`config.mk`:
```
export PLATFORM = sky130hd
export DESIGN_NAME = kf_measurement_ingest
export DESIGN_NICKNAME = d
export VERILOG_FILES = /design/src/rtl/kf_pkg.sv /design/src/rtl/kf_meas_pingpong.sv /design/src/rtl/kf_measurement_ingest.sv
export SDC_FILE = /design/constraint.sdc
export NUM_CORES = 1
export LEC_CHECK = 0
export CAP_MARGIN = 15
export CORE_MARGIN = 1
export CORE_UTILIZATION = 65
export CTS_CLUSTER_SIZE = 28
export DETAILED_ROUTE_END_ITERATION = 10
export DONT_BUFFER_PORTS = 1
export GPL_TIMING_DRIVEN = 0
export PLACE_DENSITY_LB_ADDON = 0.25
export SYNTH_ARGS = -nofsm -noshare
export SYNTH_HDL_FRONTEND = slang
export SYNTH_SLANG_ARGS = --single-unit
```
`constraint.sdc`:
```
create_clock -name clk -period 8.1 [get_ports clk]
set_clock_uncertainty 0.15 [all_clocks]
set_input_delay 1.215 -clock clk [delete_from_list [all_inputs] [get_ports clk]]
set_output_delay 1.215 -clock clk [all_outputs]
set_load 0.02 [all_outputs]
```
`src/rtl/kf_pkg.sv`:
```
// Shared types and constants for the Kalman filter measurement path.
package kf_pkg;

  localparam int unsigned KF_MEASURE_DIM = 6;
  localparam int unsigned KF_DWIDTH      = 64;

  // Biased exponent of an IEEE-754 double that encodes NaN or infinity
  localparam logic [10:0] FP64_EXP_ALL_ONES = 11'h7FF;

  typedef logic [KF_MEASURE_DIM-1:0][KF_DWIDTH-1:0] meas_vec_t;

  typedef enum logic [0:0] {
    FILL,
    DISCARD
  } ingest_state_t;

endpackage

```
`src/rtl/kf_meas_pingpong.sv`:
```
// Two-bank measurement buffer: one bank is filled while the other is presented to the core.
module kf_meas_pingpong
  import kf_pkg::*;
#(
  parameter int unsigned MEASURE_DIM = KF_MEASURE_DIM,
  parameter int unsigned DWIDTH      = KF_DWIDTH
) (
  input  logic                                  clk_i,
  input  logic                                  rst_i,
  input  logic                                  wr_en_i,
  input  logic [$clog2(MEASURE_DIM)-1:0]        wr_idx_i,
  input  logic [DWIDTH-1:0]                     wr_data_i,
  input  logic                                  commit_i,
  input  logic                                  ack_i,
  output logic                                  wr_full_o,
  output logic                                  rd_valid_o,
  output logic [MEASURE_DIM-1:0][DWIDTH-1:0]    rd_data_o
);

  logic [DWIDTH-1:0] bank_q [2][MEASURE_DIM];
  logic [1:0]        full_q;
  logic              wr_sel_q;
  logic              rd_sel_q;
  logic              do_ack;

  // Commit only targets an empty bank and ack only a full one, so the two never collide
  assign do_ack     = ack_i && full_q[rd_sel_q];
  assign wr_full_o  = full_q[wr_sel_q];
  assign rd_valid_o = full_q[rd_sel_q];

  always_comb begin
    for (int unsigned i = 0; i < MEASURE_DIM; i++) begin
      rd_data_o[i] = bank_q[rd_sel_q][i];
    end
  end

  always_ff @(posedge clk_i) begin
    if (rst_i) begin
      full_q   <= '0;
      wr_sel_q <= 1'b0;
      rd_sel_q <= 1'b0;
      for (int b = 0; b < 2; b++) begin
        for (int i = 0; i < MEASURE_DIM; i++) begin
          bank_q[b][i] <= '0;
        end
      end
    end else begin
      if (wr_en_i) begin
        bank_q[wr_sel_q][wr_idx_i] <= wr_data_i;
      end
      if (commit_i) begin
        full_q[wr_sel_q] <= 1'b1;
        wr_sel_q         <= !wr_sel_q;
      end
      if (do_ack) begin
        full_q[rd_sel_q] <= 1'b0;
        rd_sel_q         <= !rd_sel_q;
      end
    end
  end

endmodule

```
`src/rtl/kf_measurement_ingest.sv`:
```
// Serial measurement ingest: frames components into a ping-pong buffer for the Kalman core.
// Optional non-finite frame dropping is enabled by defining MDI_NONFINITE_CHECK_EN.
module kf_measurement_ingest
  import kf_pkg::*;
#(
  parameter int unsigned MEASURE_DIM = KF_MEASURE_DIM,
  parameter int unsigned DWIDTH      = KF_DWIDTH,
  parameter int unsigned CNT_W       = 16
) (
  input  logic                               clk,
  input  logic                               rst,
  input  logic                               s_valid,
  output logic                               s_ready,
  input  logic [DWIDTH-1:0]                  s_data,
  input  logic                               s_last,
  output logic [MEASURE_DIM-1:0][DWIDTH-1:0] Z_k,
  output logic                               mdi_valid,
  input  logic                               mdi_ack,
  output logic                               frame_err,
  output logic [CNT_W-1:0]                   err_count,
  output logic [CNT_W-1:0]                   drop_count
);

  localparam int unsigned      IDX_W    = $clog2(MEASURE_DIM);
  localparam logic [IDX_W-1:0] LAST_IDX = IDX_W'(MEASURE_DIM - 1);

  ingest_state_t    state_q;
  logic [IDX_W-1:0] idx_q;
  logic             frame_err_q;
  logic [CNT_W-1:0] err_count_q;

  logic wr_full;
  logic accept;
  logic fill_beat;
  logic at_last;
  logic frame_end;
  logic frame_bad;
  logic commit;
  logic short_err;
  logic long_err;

  // DISCARD drains the rest of a long frame even when both banks are full
  assign s_ready   = !rst && (state_q == DISCARD || !wr_full);
  assign accept    = s_valid && s_ready;
  assign fill_beat = accept && (state_q == FILL);
  assign at_last   = (idx_q == LAST_IDX);
  assign frame_end = fill_beat && s_last && at_last;
  assign commit    = frame_end && !frame_bad;
  assign short_err = fill_beat && s_last && !at_last;
  assign long_err  = fill_beat && !s_last && at_last;

  always_ff @(posedge clk) begin
    if (rst) begin
      state_q     <= FILL;
      idx_q       <= '0;
      frame_err_q <= 1'b0;
      err_count_q <= '0;
    end else begin
      frame_err_q <= short_err || long_err;
      if ((short_err || long_err) && err_count_q != '1) begin
        err_count_q <= err_count_q + CNT_W'(1);
      end
      case (state_q)
        FILL: begin
          if (fill_beat) begin
            idx_q <= (s_last || at_last) ? '0 : idx_q + IDX_W'(1);
            if (long_err) begin
              state_q <= DISCARD;
            end
          end
        end
        DISCARD: begin
          if (accept && s_last) begin
            idx_q   <= '0;
            state_q <= FILL;
          end
        end
        default: state_q <= FILL;
      endcase
    end
  end

  assign frame_err = frame_err_q;
  assign err_count = err_count_q;

`ifdef MDI_NONFINITE_CHECK_EN
  logic             bad_q;
  logic             beat_bad;
  logic [CNT_W-1:0] drop_count_q;

  assign beat_bad  = (s_data[62:52] == FP64_EXP_ALL_ONES);
  assign frame_bad = bad_q || beat_bad;

  always_ff @(posedge clk) begin
    if (rst) begin
      bad_q        <= 1'b0;
      drop_count_q <= '0;
    end else begin
      if (fill_beat) begin
        bad_q <= (s_last || at_last) ? 1'b0 : frame_bad;
      end
      if (frame_end && frame_bad && drop_count_q != '1) begin
        drop_count_q <= drop_count_q + CNT_W'(1);
      end
    end
  end

  assign drop_count = drop_count_q;
`else
  assign frame_bad  = 1'b0;
  assign drop_count = '0;
`endif

  kf_meas_pingpong #(
    .MEASURE_DIM(MEASURE_DIM),
    .DWIDTH     (DWIDTH)
  ) u_pingpong (
    .clk_i     (clk),
    .rst_i     (rst),
    .wr_en_i   (fill_beat),
    .wr_idx_i  (idx_q),
    .wr_data_i (s_data),
    .commit_i  (commit),
    .ack_i     (mdi_ack),
    .wr_full_o (wr_full),
    .rd_valid_o(mdi_valid),
    .rd_data_o (Z_k)
  );

endmodule
```
# Word-level counts from Yosys, hierarchy flattened
# Memory sizes are Yosys's and may differ from the RTL's. A register that Yosys moved wholly into a read port is not among the register bits.
# Cells that the tools add are included.
# op_classes
add_sub_neg	2
magnitude_cmp	6
eq_ne	4
n_mux	31
bitwise_logic	5
n_reduce_logical	25
# op_table
op	count
two-way mux 384 bit	3
OR reduction 384 bit	1
demux 64 bit (select 3 bit)	1
two-way mux 64 bit	1
adder 16 x 1 -> 16 bit (second input constant)	1
two-way mux 1 bit	16
inequality test 16 bit (second input constant)	1
logical AND 1 bit	14
two-way mux 3 bit	3
logical NOT 1 bit	6
two-way mux 2 bit	3
case mux 3 bit (2 select lines)	1
>= comparator 4 bit (second input constant)	1
less-than comparator 1 x 2 -> 1 bit (second input constant)	2
less-than comparator 4 x 1 -> 1 bit (second input constant)	1
inverter 3 -> 4 bit	1
adder 3 x 1 -> 3 bit (second input constant)	1
equality test 3 bit (second input constant)	1
logical OR 1 bit	3
AND 2 bit	1
demux 1 bit (select 1 bit)	2
>= comparator 1 bit (second input constant)	2
inequality test 2 x 1 -> 1 bit (second input constant)	1
inequality test 2 bit (second input constant)	1
other kinds (5)	5
# totals
reg_bits	25
mem_bits_rw	768
input_bits	69
wordCells	81
mem_count	1
# memory_table
name	words	word_bits	read_ports	rd_ports_with_merged_regs	write_ports	line	rtl
u_pingpong.bank_q	2	384	1	1	2	kf_meas_pingpong.sv:20	logic [DWIDTH-1:0] bank_q [2][MEASURE_DIM];

# Depth between registers and ports, before layout
# Gate-level depths: netlist of the first run.
# logic_depth
depth_word	13
mapped_depth	9
mapped_depth_nobuf	7

# Modules after synthesis
# Synthesis of the first run repeated with hierarchy kept, for this count alone.
# unflattened
cells_unflattened	2086
area_unflattened_um2	32677.6
# modules_own_cells
mod	instances	cells_each	area_each_um2
kf_meas_pingpong	1	1934	31371.3
kf_measurement_ingest	1	152	1306.3

# Worst setup path after synthesis of the first run
# Ideal clock, no wire load.
# synth_path
path_kind	input-to-reg
startpoint	input rst
endpoint	memory u_pingpong.bank_q[0][256] (netlist name), enable pin
setup_ns	0.423
arrival_time_ns	3.804
slack_ns	3.722
cell_stages	7
path_buffers	3
cell_sequence	or3b_1 -> buf_6 -> nor4_4 -> buf_2 -> clkbuf_1 -> nand2_1 -> nand2_1
# synth_rtl
item	line	rtl
from (decl)	kf_measurement_ingest.sv:11	input logic rst,
to (decl)	kf_meas_pingpong.sv:20	

==> metrics.md, run 1 <==
| Metric | Value |
|---|---|
| Clock root buffer | `clkbuf_16` |
| Via count | `18,045` |
| Global Route Usage Sum | `around a third` |
| Max-slew headroom | `about 22%` |
| Drt drc | `0` |
| Clock buffer depth | `3` |
| Initial core utilization | `around two thirds` |
| Worst Setup Start Kind | `register` |
| Fmax | `0.214 GHz` |
| Synthesized instance count | `1,984` |
| DP HPWL | `56.8 mm` |
| First-pass GRT wire length | `about 120 mm` |
| Die extent in y | `227 um` |
| DR pass1 iterations | `5` |
| Hold Path Stages | `2` |
| Synth warnings | `0` |
| Post-CTS sizing | `0` |
| Reg2Reg Launch Point | `idx_q[1]$_SDFFE_PP0P_` |
| Vias in the first global route | `17,531` |
| Tightest Hold Check Type | `reg -> reg` |
| Vias/cell | `6.41` |
| Synth top cells by count | `768 x edfxtp_1, 386 x mux2_2, 320 x and2_1, 197 x and3_1, 106 x clkbuf_1` |
| Share of cells above drive strength 1 | `26.2%` |
| Core ar. | `49,400 um2` |
| Congestion Overflow GR | `0` |
| Initial antenna violation count | `4` |
| FF/Latch Area | `23,600 um2` |
| Gpl congestion | `0.889` |
| Hold Path End | `u_pingpong.full_q[1]$_SDFF_PP0_` |
| H-tree depth | `3` |
| Routed WL | `between 80 and 90 mm` |
| Later-pin clock latency in the skew report | `0.62 ns` |
| RSZ-0062 raised after global routing | `false` |
| Critical path fanouts, max | `11` |
| Syn avg cell area | `16.5 um2` |
| Fin crit period | `approximately 4.7 ns` |
| Multi-input logic area | `8660 um2` |
| Hold Violations, Final | `0` |
| Dominant cells by area after synthesis | `edfxtp_1 70%, mux2_2 13%, and2_1 6.1%` |
| Switching power | `around 0.0019 W` |
| PortBufs | `0` |
| FF-to-FF End | `u_pingpong.bank_q[0][355]$_SDFFCE_PN0P_` |
| Hold_ws | `just under 0.4 ns` |
| HP Start | `u_pingpong.full_q[1]$_SDFF_PP0_` |
| CTS buffer count | `76` |
| Fill cells | `2,962` |
| Outcome | `finished clean` |
| Final setup vio count | `0` |
| Total internal power | `0.00680 W` |
| Overall die width | `approximately 230 um` |
| Flop pwr share | `a little over half` |
| Clk network pwr share | `between 40% and 50%` |
| Post-synth EDFFs | `between 700 and 800` |
| Post-CTS Repair Setup Buffers | `0` |
| Crit end category | `output port` |
| Gate power share | `about 5.4%` |
| Slew @ Worst Pin | `1.17 ns` |
| Max_cap viols | `0` |
| Die ar. | `between 50,000 and 60,000 um2` |
| Seq/Total Area, Yosys | `71.9%` |
| Clock sinks | `794` |
| Leakage | `between 10 and 15 nW` |
| Dpl cell area | `between 30,000 and 40,000 um2` |
| # IOs | `488` |
| Cell with the most instances after synthesis | `edfxtp_1` |
| Final nets | `2,159` |
| WP data arrival | `3.32 ns` |
| Core Rows | `81` |
| Initial DRC Count | `around 2,000` |
| Final Max Tran Viols | `0` |
| Routed Antenna Nets | `0` |
| Routed len/inst | `30.4 um` |
| Leading area contributor after synthesis | `edfxtp_1` |
| Cell area after synthesis | `32,800 um2` |
| Classification of the worst setup path | `reg -> out` |
| Setup TNS | `0 ns` |
| CTS tree | `built` |
| WP data required | `6.73 ns` |
| Worst-case reg-to-reg path depth | `6` |
| PD cells | `239 nW/um2` |
| Util after Layout | `73.8%` |
| Worst-path clk slew | `0.06 ns` |
| Pin count of the biggest net entering global routing | `65` |
| Post-cts hold buffer count | `0` |
| Layout Area Growth over Synthesis | `11.1%` |
| Post-synth top area share | `70.3%` |
| Sw Ratio | `between 20% and 30%` |
| Post-Layout Inst Area | `36,400 um2` |
| Async SR Flop Fraction | `0%` |
| R2R Setup Slk | `4.33 ns` |
| Final period util | `57.8%` |
| Ys flop type | `edfxtp_1` |
| #FFs+latches synth | `794` |
| Distinct cells, synth | `56` |
| IR drop worst, VDD | `0.161 mV` |
==> placed cells by master, fill, tap and decap left out, types with 7 or more instances in the layout <==
cell type and instances:
and3_1 197, bufinv_16 7, inv_1 8, clkbuf_16 78, buf_4 19, edfxtp_1 768
clkinv_1 19, or4_1 8, nand2_1 9, conb_1 16, mux2_2 386, clkinv_2 8
nor2_1 7, and2_1 320, clkbuf_1 126, dfxtp_1 26, nand3_1 10, a21oi_1 18
clkbuf_2 13
==> critical path: stages (launching register included) <==
cell	delay (ns)
dfxtp_1	0.31
clkbuf_1	0.18
clkbuf_1	0.89
clkbuf_1	0.78
mux2_2	0.53
==> routing by layer <==
layer | global-route usage (%) | wire (um) | vias to the layer above | part of all wire [%]
li1 | - | - | 7632 | -
met4 | 14.0 | 3420 | 0 | 4.0
met1 | 42.5 | 32200 | 9179 | 38
met5 | 0 | 0 | - | 0
met2 | 52.7 | 41200 | 1034 | 48
met3 | 9.67 | 8810 | 200 | 10
==> through the flow <==
| step | total power, W | std cells | worst slack [ns] |
|---|---|---|---|
| CTS | 0.00872 | 2813 | 3.41 |
| global placement | 0.00527 | 2663 | 2.25 |
| detailed placement | 0.00530 | 2673 | 3.66 |
| global route | 0.00888 | 2813 | 3.33 |
| finish | 0.00871 | 2816 | 3.42 |
| floorplan | 0.00513 | 1999 | 3.72 |
==> how the worst max path moves through the flow <==
stage,endpoint,slack [ns]
after floorplan,u_pingpong.bank_q[0][256]$_SDFFCE_PN0P_,3.72
after global placement,u_pingpong.bank_q[0][288]$_SDFFCE_PN0P_,2.25
after detailed placement,u_pingpong.bank_q[0][349]$_SDFFCE_PN0P_,3.66
after CTS,Z_k[258],3.41
after global routing,Z_k[258],3.33
final,Z_k[258],3.42
==> layout make-up <==
type / count / area share, %
Buffer: 146 / 1.86
Tap cell: 664 / 2.28
Sequential cell: 794 / 64.7
Timing Repair Buffer: 10 / 0.632
Antenna cell: 3 / 0.0206
Clock buffer: 98 / 5.56
Multi-Input combinational cell: 1051 / 23.8
Inverter: 8 / 0.0824
Clock inverter: 42 / 1.09
==> sequential cells by signal, summed over array words and instances (netlist names), named ones only <==
register,flops
idx_q,3
u_pingpong.full_q,2
u_pingpong.bank_q,768
err_count,16
u_pingpong.rd_sel_q,1
state_q,1
frame_err,1
u_pingpong.wr_sel_q,1
==> power groups by stage <==
stage	clock network [W]	registers, W	logic [W]
2_1_floorplan	0	0.00481	0.000318
3_3_place_gp	0	0.00483	0.000444
3_5_place_dp	0	0.00483	0.000469
4_1_cts	0.00350	0.00474	0.000471
5_1_grt	0.00364	0.00476	0.000489
6_report	0.00350	0.00474	0.000472
==> logic make-up after synthesis <==
kind of cell	after synthesis	synth area share, %
adders and majority gates	3	0.114
muxes	389	13.4
and+or+nand+nor	593	11.4
other	1	0.0114
AOI/OAI and AO/OA	49	1.11
buffers and inverters	154	2.15
xor gates and xnor gates	1	0.0267
DFF	794	71.9
Power figures use the tool's default switching activity.
==> run 2, diff against run 1 <==
Settings changed: CORE_UTILIZATION 65 to 57.
Clock period 8.1 ns to 3.9 ns, I/O delays scaled along.
==> metrics.md, run 2 (synthesis results as in run 1) <==
| Metric | Value |
|---|---|
| Power, Total | `0.0181 W (+110%)` |
| Routed len/inst | `29.4 um (-3.2%)` |
| PD cells | `488 nW/um2 (+100%)` |
| Worst-case reg-to-reg path depth | `7 (+1)` |
| Most frequent cells in the layout | `768 x edfxtp_1, 386 x mux2_2, 320 x and2_1` |
| Commonest non-fill, non-tap cell in the layout | `edfxtp_1` |
| FF-to-FF End | `u_pingpong.bank_q[1][166]$_DFFE_PP_` |
| Final worst slack | `0.122 ns (-3.30 ns)` |
| DP HPWL | `58.0 mm (+2.2%)` |
| Initial DRC Count | `1,539 (-25%)` |
| Clock root buffer | `clkbuf_16` |
| WP data required | `3.16 ns (-3.57 ns)` |
| Later-pin clock latency in the skew report | `0.62 ns (about the same)` |
| Critical path fanouts, max | `10 (-1)` |
| Max-slew headroom | `23.0% (+0.88 points)` |
| Fin crit period | `approximately 3.8 ns` |
| Inserted Diodes | `0 (-3)` |
| Die extent in y | `242 um (+6.7%)` |
| Final setup vio count | `0 (unchanged)` |
| Fill cells | `3,846 (+30%)` |
| CP bufs+invs | `3 (unchanged)` |
| DR pass1 iterations | `5 (unchanged)` |
| Congestion Overflow GR | `0 (unchanged)` |
| WP data arrival | `3.04 ns (-0.28 ns)` |
| Setup WS pre-CTS | `0.0323 ns (-3.63 ns)` |
| Die ar. | `58,500 um2 (+14%)` |
| Leakage | `14.1 nW (+1.9%)` |
| # IOs | `488 (unchanged)` |
| Grt met1 use | `38.8% (-3.8 points)` |
| Post-CTS Repair Setup Buffers | `0 (unchanged)` |
| PortBufs | `0 (unchanged)` |
| Max FFs per register | `768 (unchanged)` |
| Vias in the first global route | `18,048 (+2.9%)` |
| Max incr delay on CP | `0.74 ns (-0.15 ns)` |
| Fmax | `0.265 GHz` |
| Worst Setup Start Kind | `register` |
| Global Route Usage Sum | `29.7% (-3.4 points)` |
| GRT busiest layer | `met2` |
| Outcome | `finished clean` |
| Via count | `17,998 (-0.26%)` |
| Hold_ws | `0.0230 ns (-0.372 ns)` |
| Worst-path clk slew | `0.06 ns (about the same)` |
| Final Max Tran Viols | `0 (unchanged)` |
| Hold Violations, Final | `0 (unchanged)` |
| Final period util | `96.9%` |
| Initial antenna violation count | `3 (-1)` |
| Overall die width | `242 um (+6.7%)` |
| Share of cells above drive strength 1 | `25.9% (-0.27 points)` |
| Classification of the worst setup path | `reg -> out` |
| Reg2Reg Launch Point | `u_pingpong.wr_sel_q$_SDFFE_PP0N_` |
| Crit end category | `output port` |
| H-tree depth | `3 (unchanged)` |
| Crit-path leading delay family | `buffers and inverters` |
| Routed WL | `87.1 mm (+1.6%)` |
| Slew @ Worst Pin | `1.16 ns (-0.0133 ns)` |
| RSZ-0062 raised after global routing | `false` |
| Initial core utilization | `58.0% (-8.5 points)` |
| Slowest cell on crit path | `clkdlybuf4s15_1` |
| Clock buffer depth | `3 (unchanged)` |
| IR drop worst, VDD | `0.321 mV (+100%)` |
| CP cell instances | `clkbuf_1 > clkdlybuf4s15_1 > clkbuf_1 > mux2_2` |
| Hold Path Stages | `1 (-1)` |
| CTS tree | `built` |
| Max_cap viols | `0 (unchanged)` |
| First-pass GRT wire length | `126 mm (+5.3%)` |
| CTS buffer count | `79 (+3.9%)` |
| Vias/cell | `6.08 (-5.0%)` |
| Layout Area Growth over Synthesis | `13.2%` |
| Gpl congestion | `0.860 (-3.3%)` |
| Core ar. | `56,600 um2 (+15%)` |
| GR Util met2 | `48.1% (-4.5 points)` |
| R2R Setup Slk | `0.31 ns (-4.02 ns)` |
| Setup TNS | `0 ns (unchanged)` |
| Hold Path End | `u_pingpong.bank_q[0][140]$_SDFFCE_PN0P_` |
| Drt drc | `0 (unchanged)` |
| Pin count of the biggest net entering global routing | `65 (unchanged)` |
| HP Start | `s_data[12]` |
| Met3 GRT Util | `8.18% (-1.5 points)` |
| Biggest register | `u_pingpong.bank_q` |
| Tightest Hold Check Type | `in -> reg` |
| Clock sinks | `794 (unchanged)` |
| Most used cell, CP | `clkbuf_1` |
| Final nets | `2,219 (+2.8%)` |
| Core Rows | `87 (+7.4%)` |
| Routed Antenna Nets | `0 (unchanged)` |
[run 2: changes by cell type in the layout (fill, tap and decap cells not counted), sizes merged]
cell           before  now
clkinv             29   32
clkbuf            217  214
clkinvlp            2    1
bufinv              7    4
clkdlybuf4s15       0    1
inv                12   11
buf                37   38
dlygate4sd3         0   56
diode               3    0
[run 2: final cells by class]
class                   instances  area [um2]  share of cell area (%)
repair buffers                 67         806                    2.17
flip-flops and latches        794       23600                    63.5
well taps                     756         946                    2.55
multi-input cells            1051        8670                    23.3
clock buffers                  96        2100                    5.67
clock inverters                40         304                   0.819
plain buffers                 146         689                    1.86
inverters                       8        30.0                  0.0809
[run 2: worst max path at each step]
stage | endpoint | slack (ns) | startpoint | cells after the start
6_report | Z_k[242] | 0.12 | register | 4
2_1_floorplan | u_pingpong.bank_q[0][256]$_SDFFCE_PN0P_ | 0.15 | rst | 7
4_1_cts | Z_k[194] | 0.03 | register | 4
3_3_place_gp | u_pingpong.bank_q[1][91]$_DFFE_PP_ | -1.64 | idx_q[1]$_SDFFE_PP0P_ | 4
3_5_place_dp | u_pingpong.bank_q[0][347]$_SDFFCE_PN0P_ | 0.03 | rst | 7
5_1_grt | Z_k[233] | 0.02 | register | 4
[run 2: timing repair]
action                                  4_1_cts  5_1_grt
cloned                                        0        0
hold endpoints to repair                    155        0
hold buffers                                 56        0
resized for setup                             2       10
endpoints found under the setup margin       22      114
[run 2: power breakdown]
group | internal (W) | total [W] | switching (W)
sequential | 0.00975 | 0.00985 | 0.0000971
clock | 0.00409 | 0.00722 | 0.00312
combinational | 0.000271 | 0.00105 | 0.000774
total | 0.0141 | 0.0181 | 0.00400
[run 2: layer usage]
metal	vias up	share of wire, %
li1	7763	-
met1	9275	40
met2	825	49
met3	135	8.7
met4	0	3.0
met5	-	0
[run 2: through the flow]
stage          instance area, um2  utilization (%)  instances
2_1_floorplan               32900                -       1999
3_3_place_gp                33800             59.7       2755
3_5_place_dp                34100             60.3       2766
4_1_cts                     37100             65.6       2958
5_1_grt                     37100             65.6       2958
6_report                    37100             65.6       2958
[run 2: worst reg2reg max path: cells and delay by family (launching register included)]
family,cells,cell delay (ns)
AOI/OAI and AO/OA,1,0.67
buffers and inverters,3,0.84
and+or+nand+nor,2,0.84
DFF,1,0.31
muxes,1,0.38
